### src/rtl/control_pkg.sv
// Shared types and constants for the multichannel acquisition gating controller.
package control_pkg;

    typedef enum logic [2:0] {
        OP_NOP        = 3'd0,
        OP_ARM        = 3'd1,
        OP_DISARM     = 3'd2,
        OP_SET_DISC   = 3'd3,
        OP_ARM_ALL    = 3'd4,
        OP_DISARM_ALL = 3'd5,
        OP_CLR_OVF    = 3'd6,
        OP_RSVD       = 3'd7
    } op_e;

    typedef enum logic [1:0] {
        ST_RUN  = 2'd0,
        ST_FULL = 2'd1,
        ST_HOLD = 2'd2
    } gate_st_e;

    localparam logic [15:0] OVF_MAX = 16'hFFFF;

endpackage

### src/rtl/control_mc_if.sv
// Host command channel: valid/ready strobe, opcode, channel, threshold data, error pulse.
interface control_mc_if #(parameter int DW = 8);

    logic          cmd_valid;
    logic          cmd_ready;
    logic [2:0]    cmd_op;
    logic [3:0]    cmd_chan;
    logic [DW-1:0] cmd_data;
    logic          cmd_err;

    modport master (
        output cmd_valid, cmd_op, cmd_chan, cmd_data,
        input  cmd_ready, cmd_err
    );

    modport slave (
        input  cmd_valid, cmd_op, cmd_chan, cmd_data,
        output cmd_ready, cmd_err
    );

endinterface

### src/rtl/disc_reg.sv
// One channel's discriminator threshold; the low LSBZ bits always read as zero.
module disc_reg #(
    parameter int DW   = 8,
    parameter int LSBZ = 3
) (
    input  logic          clock,
    input  logic          reset_n,
    input  logic          load,
    input  logic [DW-1:0] data,
    output logic [DW-1:0] value
);

    localparam logic [DW-1:0] KEEP = {DW{1'b1}} << LSBZ;

    always_ff @(posedge clock or negedge reset_n) begin
        if (!reset_n)
            value <= '0;
        else if (load)
            value <= data & KEEP;
    end

endmodule

### src/rtl/control_mc.sv
// Multichannel acquisition controller: host command decode, per-channel arming and
// thresholds, and a fifo_full gating FSM with a holdoff before acquisition reopens.
//
//   state | meaning
//   RUN   | acquisition open for armed channels
//   FULL  | downstream FIFO full, all channels disabled
//   HOLD  | FIFO drained, counting down holdoff before reopening
module control_mc
    import control_pkg::*;
#(
    parameter int NCH     = 4,
    parameter int DW      = 8,
    parameter int LSBZ    = 3,
    parameter int HOLDOFF = 16
) (
    input  logic              clock,
    input  logic              reset_n,
    control_mc_if.slave       cmd,
    input  logic              fifo_full,
    output logic [NCH-1:0]    disableout,
    output logic [NCH*DW-1:0] discriminator,
    output logic [15:0]       ovf_count
);

    localparam logic [4:0] NCH_W     = 5'(NCH);
    localparam logic [7:0] HOLD_LOAD = 8'(HOLDOFF - 1);

    logic           ready_q, err_q, ff_q;
    logic [NCH-1:0] armed_q, armed_d, sel;
    logic [15:0]    ovf_q, ovf_d;
    gate_st_e       state_q, state_d;
    logic [7:0]     cnt_q, cnt_d;
    op_e            op;
    logic           accept, chan_ok, chan_op, bad, fill_rise, run_open;

    assign op        = op_e'(cmd.cmd_op);
    assign accept    = cmd.cmd_valid & ready_q;
    assign chan_ok   = {1'b0, cmd.cmd_chan} < NCH_W;
    assign chan_op   = (op == OP_ARM) || (op == OP_DISARM) || (op == OP_SET_DISC);
    assign bad       = accept & ((chan_op & ~chan_ok) | (op == OP_RSVD));
    assign fill_rise = fifo_full & ~ff_q & (|armed_q);

    // Out-of-range channels decode to an all-zero select, so they touch nothing.
    always_comb begin
        sel = '0;
        for (int i = 0; i < NCH; i++)
            sel[i] = chan_ok && (cmd.cmd_chan == 4'(i));
    end

    always_comb begin
        armed_d = armed_q;
        if (accept) begin
            case (op)
                OP_ARM:        armed_d = armed_q | sel;
                OP_DISARM:     armed_d = armed_q & ~sel;
                OP_ARM_ALL:    armed_d = '1;
                OP_DISARM_ALL: armed_d = '0;
                default:       armed_d = armed_q;
            endcase
        end
    end

    // A clear that coincides with a new overflow keeps that overflow.
    always_comb begin
        ovf_d = ovf_q;
        if (accept && (op == OP_CLR_OVF))
            ovf_d = fill_rise ? 16'd1 : 16'd0;
        else if (fill_rise && (ovf_q != OVF_MAX))
            ovf_d = ovf_q + 16'd1;
    end

    always_ff @(posedge clock or negedge reset_n) begin
        if (!reset_n) begin
            ready_q <= 1'b0;
            err_q   <= 1'b0;
            ff_q    <= 1'b0;
            armed_q <= '0;
            ovf_q   <= '0;
        end else begin
            ready_q <= 1'b1;
            err_q   <= bad;
            ff_q    <= fifo_full;
            armed_q <= armed_d;
            ovf_q   <= ovf_d;
        end
    end

    always_ff @(posedge clock or negedge reset_n) begin
        if (!reset_n) begin
            state_q <= ST_RUN;
            cnt_q   <= '0;
        end else begin
            state_q <= state_d;
            cnt_q   <= cnt_d;
        end
    end

    always_comb begin
        state_d = state_q;
        cnt_d   = cnt_q;
        case (state_q)
            ST_RUN:
                if (fifo_full) state_d = ST_FULL;
            ST_FULL:
                if (!fifo_full) begin
                    state_d = ST_HOLD;
                    cnt_d   = HOLD_LOAD;
                end
            ST_HOLD:
                if (fifo_full)
                    state_d = ST_FULL;
                else if (cnt_q == 8'd0)
                    state_d = ST_RUN;
                else
                    cnt_d = cnt_q - 8'd1;
            default:
                state_d = ST_RUN;
        endcase
    end

    // fifo_full gates combinationally so a full FIFO closes every channel at once.
    assign run_open   = (state_q == ST_RUN) && !fifo_full;
    assign disableout = ~(armed_q & {NCH{run_open}});

    for (genvar i = 0; i < NCH; i++) begin : g_disc
        disc_reg #(.DW(DW), .LSBZ(LSBZ)) u_disc (
            .clock   (clock),
            .reset_n (reset_n),
            .load    (accept && (op == OP_SET_DISC) && sel[i]),
            .data    (cmd.cmd_data),
            .value   (discriminator[i*DW +: DW])
        );
    end

    assign cmd.cmd_ready = ready_q;
    assign cmd.cmd_err   = err_q;
    assign ovf_count     = ovf_q;

endmodule

### src/flat_wrapper.sv
// flat-port wrapper written by rule: the top's interface ports become plain ports
module control_mc_flat import control_pkg::*;
#(
    parameter int NCH     = 4,
    parameter int DW      = 8,
    parameter int LSBZ    = 3,
    parameter int HOLDOFF = 16
)
  (clock, reset_n, fifo_full, disableout, discriminator, ovf_count, cmd_cmd_valid, cmd_cmd_op, cmd_cmd_chan, cmd_cmd_data, cmd_cmd_ready, cmd_cmd_err);
  control_mc_if #(.DW(DW)) cmd_i ();
  input  logic clock;
  input  logic reset_n;
  input  logic fifo_full;
  output logic [NCH-1:0] disableout;
  output logic [NCH*DW-1:0] discriminator;
  output logic [15:0] ovf_count;
  input wire logic [$bits(cmd_i.cmd_valid)-1:0] cmd_cmd_valid;
  input wire logic [$bits(cmd_i.cmd_op)-1:0] cmd_cmd_op;
  input wire logic [$bits(cmd_i.cmd_chan)-1:0] cmd_cmd_chan;
  input wire logic [$bits(cmd_i.cmd_data)-1:0] cmd_cmd_data;
  output wire logic [$bits(cmd_i.cmd_ready)-1:0] cmd_cmd_ready;
  output wire logic [$bits(cmd_i.cmd_err)-1:0] cmd_cmd_err;
  assign cmd_i.cmd_valid = cmd_cmd_valid;
  assign cmd_i.cmd_op = cmd_cmd_op;
  assign cmd_i.cmd_chan = cmd_cmd_chan;
  assign cmd_i.cmd_data = cmd_cmd_data;
  assign cmd_cmd_ready = cmd_i.cmd_ready;
  assign cmd_cmd_err = cmd_i.cmd_err;
  control_mc #(.NCH(NCH), .DW(DW), .LSBZ(LSBZ), .HOLDOFF(HOLDOFF)) u_core (.clock(clock), .reset_n(reset_n), .cmd(cmd_i), .fifo_full(fifo_full), .disableout(disableout), .discriminator(discriminator), .ovf_count(ovf_count));
endmodule
### config.mk
export PLATFORM = sky130hd
export DESIGN_NAME = control_mc_flat
export DESIGN_NICKNAME = d
export VERILOG_FILES = /design/src/rtl/control_pkg.sv /design/src/rtl/control_mc_if.sv /design/src/rtl/disc_reg.sv /design/src/rtl/control_mc.sv /design/src/flat_wrapper.sv
export SDC_FILE = /design/constraint.sdc
export NUM_CORES = 1
export LEC_CHECK = 0
export BUFFER_PORTS_ARGS = -buffer_cell sky130_fd_sc_hd__buf_2
export CAP_MARGIN = 20
export CELL_PAD_IN_SITES_DETAIL_PLACEMENT = 1
export CELL_PAD_IN_SITES_GLOBAL_PLACEMENT = 1
export CORE_ASPECT_RATIO = 0.6
export CORE_MARGIN = 4
export CORE_UTILIZATION = 40
export CTS_CLUSTER_DIAMETER = 40
export DETAILED_ROUTE_END_ITERATION = 6
export PLACE_DENSITY_LB_ADDON = 0.25
export SLEW_MARGIN = 20
export SYNTH_ARGS = -nofsm -noshare
export SYNTH_HDL_FRONTEND = slang
export SYNTH_HIERARCHICAL = 1
export SYNTH_SLANG_ARGS = --single-unit
### constraint.sdc
create_clock -name clock -period 2.5 [get_ports clock]
set_input_delay 0.25 -clock clock [delete_from_list [all_inputs] [get_ports clock]]
set_output_delay 0.25 -clock clock [all_outputs]
set_load 0.005 [all_outputs]
==> impl_results.md, run 1 <==
* Netlist cell types at 53
* Worst r2r dst: u_core/cnt_q[3]
* Largest net degree at the start of global routing at 22
* Max Cap Viol at 0
* Vias/cell at 5.59
* Power density cells at 623 nW/um^2
* Max stage delay on crit path at 0.44 ns
* CTS tree: yes
* WHS at 0.178 ns
* Clk buf depth at 2
* Post-route DRC at 0
* Register area share after synthesis at 0.470
* Placement Cell Area at 3140 sq um
* H-Tree Depth at 2
* TritonCTS Buffers at 5
* Pleak at 1.54 nW
* Die Ht at 73.1 um
* IO Port Bufs at 57
* Antenna cells at 0
* Initial Utilization at 0.418
* Family with the most delay on the worst path: simple AND/OR/NAND/NOR gates
* Final instance area at 3310 sq um
* Crit-path max FO at 6
* Worst-path clk slew at 0.07 ns
* Clock Sinks at 53
* Ys Warns at 6
* Std cell rows at 23
* First-pass GRT wire length at 12400 um
* Slew @ Worst Pin at 0.743 ns
* Tmin final at 2.11 ns
* Worst Skew at 0.00424 ns
* Hold path cells at 1
* Initial DRC Count at 101
* Arrival time worst endpoint at 2.28 ns
* Mapped Cells at 269
* Post-CTS Setup Repair Bufs at 0
* Hold-fix buffers at CTS at 1
* Area Growth Syn to Fin at 17.2%
* Endpoint class of the critical path: flip-flop
* Worst R2R Setup Slack at 0.39 ns
* Worst-path cell chain: inv_1, ha_1, or3b_4, o311ai_4, nor3_1, or3b_1
* Post-synth EDFFs at 0
* Die width at 116 um
* DR vias at 2320
* Share of cells above drive strength 1 at 0.314
* Worst Setup Start Kind: flip-flop
* Async S/R FF share, synth at 1.00
* Antenna viol nets, final at 0
* Final setup fails at 0
* Final wirelength at 7410 um
* Total track usage at 0.187
* Crit-path slowest cell: dfrtp_1
* R2R cell count at 6
* Hold_sp: fifo_full
* DR pass1 iterations at 4
* CTS-repair resized insts at 0
* Max-slew headroom at 0.501
* Synth Flop Type: dfrtp_1
* Required time worst endpoint at 2.67 ns
* Buf/Inv on CP at 1
* Core box area at 6760 sq um
* Placer Congestion at 0.772
* Ports at 73
* HP Class: in2reg
* Hold Crit Endpoint: u_core/ff_q
* Root Driver: clkbuf_16
* Period utilization at 0.845
* Status: completed
* Final WS setup at 0.387 ns
* Peak supply drop at 0.242 mV
* Detailed Place HPWL at 5580 um
* Pre-CTS WS at 0.407 ns
* WL/cell at 17.9 um
* Setup CP Type: reg2reg
* Setup TNS Final at 0 ns
* FF-to-FF Start: u_core/cnt_q[0]
* Final Max Tran Viols at 0
* Initial antenna violation count at 0
* Hold Vio Cnt, Final at 0
* Commonest non-fill, non-tap cell in the layout: buf_2
* Nets at 348
* Via count of the first global-routing pass at 2345
* RSZ-0062 raised after global routing: no
* Grt total ovfl at 0
* #FFs+latches synth at 53
* Syn avg cell area at 10.5 sq um
* Most frequent cells in the layout: buf_2 (57), dfrtp_1 (53), mux2_2 (21)
* Die area at 8510 sq um
* Syn Std Cell Area at 2820 sq um
* Clock latency on the worst-skew pair at 0.29 ns
* Maximum clock frequency at 0.473 GHz
worst max-delay path by stage:
stage                          from         endpoint  slack [ns]  depth (start not counted)
global route        u_core/cnt_q[0]  u_core/cnt_q[3]        0.26                          6
detailed placement  u_core/cnt_q[0]  u_core/cnt_q[3]        0.41                          6
floorplan           u_core/cnt_q[0]  u_core/cnt_q[3]        0.59                          6
CTS                 u_core/cnt_q[0]  u_core/cnt_q[3]        0.40                          6
global placement    u_core/cnt_q[0]  u_core/cnt_q[3]        0.48                          6
finish              u_core/cnt_q[0]  u_core/cnt_q[3]        0.39                          6
area by class of cell:
cell class	count	area (sq um)
fillers	767	3450
multi-input cells	201	1370
flip-flops and latches	53	1330
repair buffers	63	333
clock buffers	7	153
well taps	87	109
inverters	3	11.3
clock inverters	1	5.00
cells by family after synthesis:
group,after synthesis,synth area share
flops,53,0.470
compound gates,47,0.116
fa+ha+maj,2,0.00886
mux,27,0.105
buf+inv,23,0.0549
other cells,5,0.00665
simple gates,111,0.236
xor+xnor,1,0.00310
per-layer routing:
metal  wire length (um)  global-route usage
met5                  0                   0
met4                 54              0.0412
met3                334              0.0381
met2               3210               0.275
met1               3820               0.282
cell usage after synthesis (2+ instances only):
cell type / instances / share of area
inv_1: 3 / 0.0040
a311oi_1: 2 / 0.0062
nor3_1: 11 / 0.019
mux2_2: 21 / 0.084
nand4_1: 7 / 0.016
and3_1: 4 / 0.0089
ha_1: 2 / 0.0089
or3b_1: 3 / 0.0093
or3_1: 4 / 0.0089
nor2_1: 18 / 0.024
nor4_1: 3 / 0.0066
nor2b_1: 3 / 0.0066
buf_4: 13 / 0.035
o211ai_1: 2 / 0.0053
nand3_1: 6 / 0.011
nand2_1: 17 / 0.023
or4_1: 9 / 0.024
clkbuf_1: 3 / 0.0040
o31ai_1: 9 / 0.024
buf_2: 2 / 0.0035
nand2b_1: 4 / 0.0089
a211oi_1: 4 / 0.011
o21ai_0: 3 / 0.0053
nor4b_1: 5 / 0.016
dfrtp_1: 53 / 0.47
a21oi_1: 18 / 0.032
conb_1: 5 / 0.0066
a31oi_1: 2 / 0.0044
or2_2: 2 / 0.0044
mux2i_1: 6 / 0.021
and2_1: 3 / 0.0066
through the flow:
stage               total power [W]  std cells  utilization
floorplan                   0.00121        277            -
global placement            0.00133        406        0.465
detailed placement          0.00134        406        0.465
CTS                         0.00208        415        0.489
global route                0.00218        415        0.489
finish                      0.00206        415        0.489
power breakdown:
group          leakage, nW  switching, W  total (W)  internal [W]
Sequential           0.704     0.0000939    0.00102      0.000928
Clock               0.0799      0.000310   0.000734      0.000425
Combinational        0.754      0.000168   0.000307      0.000139
registers in the layout (all words and copies together) (netlist names):
signal / cells
u_core/cnt_q: 8
u_core/cmd.cmd_err: 1
u_core/armed_q: 4
u_core/ff_q: 1
u_core/ovf_count: 16
u_core/state_q: 2
u_core/g_disc.u_disc/value: 20
u_core/cmd.cmd_ready: 1
(Power assumes the default switching activity.)
==> run 2: changes to the inputs <==
CORE_UTILIZATION = 37   (was 40)
clock period = 1.9 ns   (was 2.5 ns; I/O delays follow)
==> run 2 against run 1 <==
Final cell count increased by 8.4%. Critical path depth is 1 higher. Sequential share of layout area shrank 2.4 points. Design area is 6.3% higher. Non-clock buffer count up 18. Total power is 39% higher. Clock power is 44% higher. Via count rose by 3.2%. Maximum frequency grew 15%. Wire length is 4.4% higher. Core utilization fell by 0.93 points. Critical endpoint is now u_core/cnt_q[4].
==> impl_results.md, run 2 (synthesis results as in run 1) <==
* Status: completed
* Total Power at 0.00286 W (+39%)
* Tmin final at 1.84 ns (-0.273 ns)
* WL/cell at 17.2 um (-3.7%)
* Antenna viol nets, final at 0 (unchanged)
* Setup TNS Final at 0 ns (unchanged)
* Die area at 9140 sq um (+7.4%)
* P_int at 0.00207 W (+39%)
* Via count of the first global-routing pass at 2381 (+1.5%)
* Required time worst endpoint at 2.12 ns (-0.55 ns)
* Root Driver: clkbuf_16
* Endpoint class of the critical path: flip-flop
* Die width at 121 um (+3.7%)
* Crit-path max FO at 6 (unchanged)
* Cells after DPL at 441 (+8.6%)
* Worst Skew at 0.00603 ns (+0.00178 ns)
* Initial antenna violation count at 0 (unchanged)
* Clock latency on the worst-skew pair at 0.30 ns (about the same)
* Max Cap Viol at 0 (unchanged)
* Most frequent cells in the layout: buf_2 (57), dfrtp_1 (53), buf_4 (23)
* Post-CTS Setup Repair Bufs at 0 (unchanged)
* Final wirelength at 7740 um (+4.4%)
* RSZ-0062 raised after global routing: yes
* Worst-path clk slew at 0.07 ns (about the same)
* Clk network pwr share at 0.370 (+0.014)
* Slew @ Worst Pin at 0.541 ns (-0.202 ns)
* Antenna cells at 0 (unchanged)
* Post-route DRC at 0 (unchanged)
* Arrival time worst endpoint at 2.06 ns (-0.22 ns)
* Seq pwr share at 0.461 (-0.034)
* Power density cells at 815 nW/um^2 (+31%)
* Clk buf depth at 2 (unchanged)
* Core box area at 7330 sq um (+8.3%)
* Final setup fails at 0 (unchanged)
* Clock Sinks at 53 (unchanged)
* Initial DRC Count at 89 (-12%)
* Max-slew headroom at 0.638 (+0.137)
* H-Tree Depth at 2 (unchanged)
* Nets at 366 (+5.2%)
* Ports at 73 (unchanged)
* Switch Pwr at 0.000798 W (+40%)
* Maximum clock frequency at 0.544 GHz (+15%)
* Largest register by flop count: u_core/g_disc.u_disc/value
* DR pass1 iterations at 4 (unchanged)
* DR vias at 2394 (+3.2%)
* Sw Ratio at 0.279 (+0.00161)
* Vias/cell at 5.32 (-4.8%)
* Std cell rows at 24 (+4.3%)
* Worst Setup Start Kind: flip-flop
* Initial Utilization at 0.385 (-0.0322)
* Detailed Place HPWL at 5900 um (+5.8%)
* Final Max Tran Viols at 0 (unchanged)
* Final Non-Filler Cells at 450 (+8.4%)
* Placer Congestion at 0.777 (+0.66%)
* Commonest non-fill, non-tap cell in the layout: buf_2
* Peak supply drop at 0.406 mV (+68%)
* IO Port Bufs at 57 (unchanged)
* Period utilization at 0.968 (+0.123)
* First-pass GRT wire length at 12700 um (+2.4%)
* Max reg flops at 20 (unchanged)
* Die Ht at 75.7 um (+3.5%)
* Grt total ovfl at 0 (unchanged)
* Largest net degree at the start of global routing at 22 (unchanged)
* CTS tree: yes
* Share of cells above drive strength 1 at 0.361 (+0.0472)
* Logic pwr share at 0.169 (+0.020)
* Setup CP Type: reg2reg
* TritonCTS Buffers at 5 (unchanged)
* HP Class: in2reg
* Area Growth Syn to Fin at 24.5%
* Total track usage at 0.181 (-0.00536)
* Hold Vio Cnt, Final at 0 (unchanged)
* Pleak at 1.64 nW (+6.3%)
run 2: cell types whose count changed in the layout (fill, tap and decap cells not counted), sizes merged:
cell / delta
buf: +18
bufinv: +1
clkbuf: -2
clkinvlp: +1
run 2: area by class of cell:
class,instances,area (sq um)
Inverter,3,11.3
Clock inverter,3,46.3
Multi-Input combinational cell,201,1410
Fill cell,865,3810
Clock buffer,5,125
Tap cell,104,130
Sequential cell,53,1330
Timing Repair Buffer,81,468
run 2: path summary, 6_finish.rpt:
| check | start | to | slack (ns) | cells past startpoint |
|---|---|---|---|---|
| setup / recovery | u_core/cnt_q[0] | u_core/cnt_q[4] | 0.06 | 7 |
| hold / removal | fifo_full | u_core/ff_q | 0.11 | 1 |
| setup reg to reg | u_core/cnt_q[0] | u_core/cnt_q[4] | 0.06 | 7 |
| hold reg to reg | u_core/g_disc[3].u_disc/value[6] | u_core/g_disc[3].u_disc/value[6] | 0.51 | 1 |
| max in group asynchronous | reset_n | u_core/armed_q[1] | 0.85 | 3 |
| min in group asynchronous | reset_n | u_core/g_disc[0].u_disc/value[7] | 0.41 | 2 |
run 2: layer usage:
layer,track usage,part of all wire,vias up
met5,0,0,-
met4,0.0565,0.011,0
met3,0.0371,0.037,8
met2,0.274,0.44,44
met1,0.264,0.51,1210
li1,-,-,1132
run 2: worst max-delay path, cell delays in order (launching register included):
cell      delay [ns]
dfrtp_1         0.35
inv_1           0.05
ha_1            0.20
or3b_4          0.29
o311ai_4        0.09
buf_4           0.18
or3_2           0.44
a21oi_2         0.17
run 2: power by group through the flow:
stage	registers (W)	clock network, W	logic (W)
4_1_cts	0.00132	0.00110	0.000480
3_5_place_dp	0.00134	0	0.000474
5_1_grt	0.00134	0.00115	0.000552
2_1_floorplan	0.00133	0	0.000264
3_3_place_gp	0.00134	0	0.000451
6_report	0.00132	0.00106	0.000484
run 2: per-stage QoR:
step	setup WS, ns	area (sq um)	hold WS (ns)	util
floorplan	0.0199	2850	-0.106	-
global placement	0.0412	3300	0.198	0.450
detailed placement	-0.00672	3300	0.206	0.450
CTS	0.00440	3490	0.0997	0.476
global route	-0.0303	3520	0.111	0.480
finish	0.0602	3520	0.108	0.480
run 2: repair_timing:
action / in CTS / in global routing
endpoints found under the setup margin: 1 / 6
hold buffers: 1 / 0
hold endpoints to repair: 19 / 0
gates resized for setup: 1 / 5
pin swaps: 0 / 2
